$ cat src/rtl/controlador_rodadas.sv
// Round sequencer: latches a target, waits for the player (with timeout), pulses the grader and
// accumulates a saturating score. Optional BONUS_PERFEITO_EN makes a grade of 10 score 12.
module controlador_rodadas #(
  parameter int unsigned N_RODADAS = 4,
  parameter int unsigned T_ESPERA  = 8,
  parameter int unsigned W_TOTAL   = 8
) (
  input  logic               clock,
  input  logic               reset,
  input  logic               iniciar,
  input  logic               jogada,
  input  logic [3:0]         ideal_in,
  input  logic [3:0]         sensor_in,
  input  logic [3:0]         nota_in,
  output logic [3:0]         ideal_out,
  output logic [3:0]         sensor_out,
  output logic               avalia,
  output logic [3:0]         rodada,
  output logic [W_TOTAL-1:0] total,
  output logic               tempo_esgotado,
  output logic               ocupado,
  output logic               pronto
);

  localparam int unsigned TW = (T_ESPERA > 1) ? $clog2(T_ESPERA) : 1;
  // Sum width leaves headroom for the largest per-round score (12) plus a carry bit.
  localparam int unsigned SW = ((W_TOTAL > 4) ? W_TOTAL : 4) + 1;

  typedef enum logic [2:0] {
    StOcioso, StPrepara, StEspera, StAvalia, StAcumula, StFim
  } estado_e;

  estado_e            estado_q, estado_d;
  logic [TW-1:0]      timer_q, timer_d;
  logic [3:0]         ideal_q, ideal_d, sensor_q, sensor_d, rodada_q, rodada_d;
  logic [W_TOTAL-1:0] total_q, total_d;
  logic               esgotado_q, esgotado_d, avalia_q, avalia_d;
  logic               ocupado_q, ocupado_d, pronto_q, pronto_d;
  logic [3:0]         pts;
  logic [SW-1:0]      soma;

  // esgotado_q is high exactly in the ACUMULA cycle of a timed-out round.
  always_comb begin
    pts = 4'd0;
    if (!esgotado_q && (nota_in >= 4'd1) && (nota_in <= 4'd10)) begin
`ifdef BONUS_PERFEITO_EN
      pts = (nota_in == 4'd10) ? 4'd12 : nota_in;
`else
      pts = nota_in;
`endif
    end
    soma = SW'(total_q) + SW'(pts);
  end

  always_comb begin
    estado_d   = estado_q;
    timer_d    = timer_q;
    ideal_d    = ideal_q;
    sensor_d   = sensor_q;
    rodada_d   = rodada_q;
    total_d    = total_q;
    esgotado_d = 1'b0;
    case (estado_q)
      StOcioso, StFim: begin
        if (iniciar) begin
          estado_d = StPrepara;
          total_d  = '0;
          rodada_d = 4'd1;
        end
      end
      StPrepara: begin
        ideal_d  = ideal_in;
        timer_d  = '0;
        estado_d = StEspera;
      end
      StEspera: begin
        if (jogada) begin
          sensor_d = sensor_in;
          estado_d = StAvalia;
        end else if (timer_q == TW'(T_ESPERA - 1)) begin
          esgotado_d = 1'b1;
          estado_d   = StAcumula;
        end else begin
          timer_d = timer_q + 1'b1;
        end
      end
      StAvalia: estado_d = StAcumula;
      StAcumula: begin
        total_d = (|soma[SW-1:W_TOTAL]) ? '1 : soma[W_TOTAL-1:0];
        if (rodada_q == 4'(N_RODADAS)) begin
          estado_d = StFim;
        end else begin
          rodada_d = rodada_q + 4'd1;
          estado_d = StPrepara;
        end
      end
      default: estado_d = StOcioso;
    endcase
    avalia_d  = (estado_d == StAvalia);
    ocupado_d = (estado_d != StOcioso) && (estado_d != StFim);
    pronto_d  = (estado_d == StFim);
  end

  always_ff @(posedge clock or posedge reset) begin
    if (reset) begin
      estado_q   <= StOcioso;
      timer_q    <= '0;
      ideal_q    <= '0;
      sensor_q   <= '0;
      rodada_q   <= '0;
      total_q    <= '0;
      esgotado_q <= 1'b0;
      avalia_q   <= 1'b0;
      ocupado_q  <= 1'b0;
      pronto_q   <= 1'b0;
    end else begin
      estado_q   <= estado_d;
      timer_q    <= timer_d;
      ideal_q    <= ideal_d;
      sensor_q   <= sensor_d;
      rodada_q   <= rodada_d;
      total_q    <= total_d;
      esgotado_q <= esgotado_d;
      avalia_q   <= avalia_d;
      ocupado_q  <= ocupado_d;
      pronto_q   <= pronto_d;
    end
  end

  assign ideal_out      = ideal_q;
  assign sensor_out     = sensor_q;
  assign avalia         = avalia_q;
  assign rodada         = rodada_q;
  assign total          = total_q;
  assign tempo_esgotado = esgotado_q;
  assign ocupado        = ocupado_q;
  assign pronto         = pronto_q;

endmodule

$ cat config.mk
export PLATFORM = sky130hd
export DESIGN_NAME = controlador_rodadas
export DESIGN_NICKNAME = d
export VERILOG_FILES = /design/src/rtl/controlador_rodadas.sv
export SDC_FILE = /design/constraint.sdc
export NUM_CORES = 1
export LEC_CHECK = 0
export CORE_MARGIN = 2
export CORE_UTILIZATION = 46
export CTS_BUF_LIST = sky130_fd_sc_hd__clkbuf_8
export DETAILED_ROUTE_END_ITERATION = 6
export GPL_TIMING_DRIVEN = 0
export PLACE_DENSITY = 0.78
export RECOVER_POWER = 25
export SLEW_MARGIN = 20
export SYNTH_ARGS = -nofsm -noshare
export SYNTH_HDL_FRONTEND = slang
export SYNTH_SLANG_ARGS = --single-unit
$ cat constraint.sdc
create_clock -name clock -period 1.9 [get_ports clock]
set_input_delay 0.57 -clock clock [delete_from_list [all_inputs] [get_ports clock]]
set_output_delay 0.57 -clock clock [all_outputs]
set_load 0.01 [all_outputs]
==> run metrics <==
status=complete, but fails checks; violated checks=negative setup slack; Crit Path Class=flip-flop to flip-flop; H-Tree Depth=2; vias per cell=5.45; clock sinks=30; clk_skew=about 0.0027 ns; layout filler cell count=273; CP Capture Type=flip-flop; FF+latch count, synth=30; # setup viols final=4; min cycle time layout=1.95 ns; DR pass1 iterations=4; final setup margin=-0.0489 ns; number of flops mapped to enable cells by yosys=0; Synth Area per Inst=9.98 um^2; Initial DRC Count=between 40 and 50; dpl ws=-0.861 ns; first-pass GRT wire length=~6.3 mm; critical path fanouts, max=4; R2R Setup Slk=-0.05 ns; Crit path required time=slightly above 2 ns; Worst-Skew Late Latency=approximately 0.28 ns; Hold-fix buffers, CTS=0; grt ovf=0; wire per inst=14.1 um; Worst Hold Depth=2; Max rail drop VDD=0.764 mV; normalized max-slew margin=0.242; placed instance area=2140 um^2; Design Area, Final=2360 um^2; Crit path depth=8; row cnt=21; Tot GR Track Use=0.197; critical path launch point type=flip-flop; Cell Area, Synth=1670 um^2; worst-margin pin slew=~1.1 ns; I/O Pins=40; slowest stage cell, crit path=dfrtp_1; initial antenna violation count=0; CTS tree=done; top-count cell post-synth=dfrtp_1; Die Span Y=64.2 um; clk slew on worst S/H paths=0.06 ns; Initial Utilization=0.488; post-synthesis sequential area ratio=0.450; antenna-violating nets left=0; final worst path period share=1.03; Area growth syn-to-layout=41.9%; layout cells sized above 1=0.231; RSZ-0062 raised after global routing=true; die area=a little over 4000 um^2; worst path cell trace=and3b_1, ha_2, fa_2, a211oi_4, buf_6, nor3_2, nor2_1, a21oi_2; synth warn=0; worst min-delay path class=flip-flop to flip-flop; largest net degree at the start of global routing=31; WP data arrival=2.10 ns; Area contributors post-synth=dfrtp_1, ha_1, nand2_1; routed vias=between 1,000 and 1,500; Gate Count Post-Synth=167; worst path buffer plus inverter count=1; Num CTS Buffers=5; CTS max path bufs=2; core footprint=3420 um^2; port bufs=39; placed insts=between 200 and 300; PD cells=1370 nW/um^2; Final Non-Filler Cells=between 200 and 300; Remaining DRCs=0; distinct cell type count after synthesis=46; Synth area leader=dfrtp_1; main flop type after synthesis=dfrtp_1; Ant. Diodes=0; total power draw=~3.2 mW; post-synth net total=192; final-report hold violation count=0; Hold WS=0.479 ns; Worst path top cell family by delay=adder cells; max-capacitance violation count=0; Die W=64.2 um; Yosys top cell area share=0.450; fraction of registers with async set/reset=1.00; global placer's final weighted congestion=0.886; Max stage delay on crit path=roughly 0.40 ns; max-slew violations=0; number of global-route vias before repair=around 1,400; Root Driver=clkbuf_8; nets=roughly 250; static leakage=1.05 nW; Post-DP HPWL=2.76 mm; wirelength, routed=3.77 mm; Worst Reg-to-Reg Cells=8; Achievable Freq=just over 500 MHz; synth cell count leaders=dfrtp_1, nand2_1, o21ai_0
registers in the layout (all words and copies together), names as in the netlist:
| signal | count |
|---|---|
| tempo_esgotado | 1 |
| timer_q | 3 |
| ideal_out | 4 |
| rodada | 4 |
| estado_q | 3 |
| pronto | 1 |
| avalia | 1 |
| total | 8 |
| ocupado | 1 |
| sensor_out | 4 |
what timing repair did:
item | CTS | global route
endpoints found under the setup margin | 9 | 11
resized for setup | 30 | 7
pin swaps | 7 | 4
gates cloned | 0 | 0
setup buffers | 7 | 0
power breakdown:
group	internal, mW	leakage, nW	switching [mW]
logic	0.822	0.604	0.760
registers	0.872	0.387	0.172
clock network	0.381	0.0607	0.235
total	2.07	1.05	1.17
placed cells by master, fill, tap and decap left out, types with 2 or more instances in the layout:
cell / synthesis / final
o21ai_1: 1 / 6
ha_2: 0 / 3
nor2_2: 1 / 3
mux2_2: 5 / 5
nor2b_1: 4 / 4
a21o_1: 4 / 4
inv_1: 10 / 12
and3b_1: 3 / 3
buf_6: 3 / 7
clkdlybuf4s50_1: 0 / 34
buf_4: 1 / 7
nand3_1: 8 / 8
dfrtp_2: 0 / 2
ha_1: 8 / 5
nor2_1: 7 / 5
nor3_2: 0 / 4
a211oi_1: 3 / 2
buf_2: 1 / 2
clkbuf_8: 0 / 5
nand2b_1: 4 / 4
dfrtp_1: 30 / 28
a21oi_1: 5 / 4
nand2_1: 23 / 23
o21ai_0: 13 / 8
path summary, 6_finish.rpt:
kind,from,endpoint
min in group asynchronous,reset,total[1]$_DFFE_PP0P_
max in group asynchronous,reset,total[5]$_DFFE_PP0P_
max reg2reg,tempo_esgotado$_DFF_PP0_,total[4]$_DFFE_PP0P_
max,tempo_esgotado$_DFF_PP0_,total[4]$_DFFE_PP0P_
min reg2reg,ideal_out[0]$_DFFE_PP0P_,ideal_out[0]$_DFFE_PP0P_
min,ideal_out[0]$_DFFE_PP0P_,ideal_out[0]$_DFFE_PP0P_
tightest hold or removal path: cells and delay by family (launching register included):
kind	cells	cell delay [ns]
AND/OR/NAND/NOR	2	0.10
flip-flops	1	0.35
logic make-up (layout without fill, tap and decap cells):
kind of cell    after synthesis  in the layout  synth area share
buf+inv                      15             69            0.0503
simple gates                 66             66             0.213
fa+ha+maj                     9              9            0.0721
compound gates               39             39             0.164
flops                        30             30             0.450
xor+xnor                      2              2            0.0105
mux                           6              6            0.0398
area by class of cell:
class	count	area (um^2)	area share
buffer	5	46.3	0.0196
clock buffer	5	68.8	0.0291
clock inverter	3	37.5	0.0159
inverter	10	37.5	0.0159
multi-input combinational	122	920	0.389
sequential	30	753	0.319
tap	46	57.6	0.0243
timing repair buffer	46	444	0.188
metal layers:
metal	wire length, um	vias to the layer above	global-route usage
li1	-	701	-
met1	1580	708	0.223
met2	1990	39	0.352
met3	157	6	0.0563
met4	48	0	0.0691
met5	0	-	0
metrics by stage:
stage / setup TNS (ns) / utilization
6_report: -0.0928 / 0.692
5_1_grt: -0.801 / 0.692
4_1_cts: -0.141 / 0.681
3_5_place_dp: -7.84 / 0.627
3_3_place_gp: -8.87 / 0.627
2_1_floorplan: -0.929 / -
No activity file was read; power rests on OpenSTA's default activity.
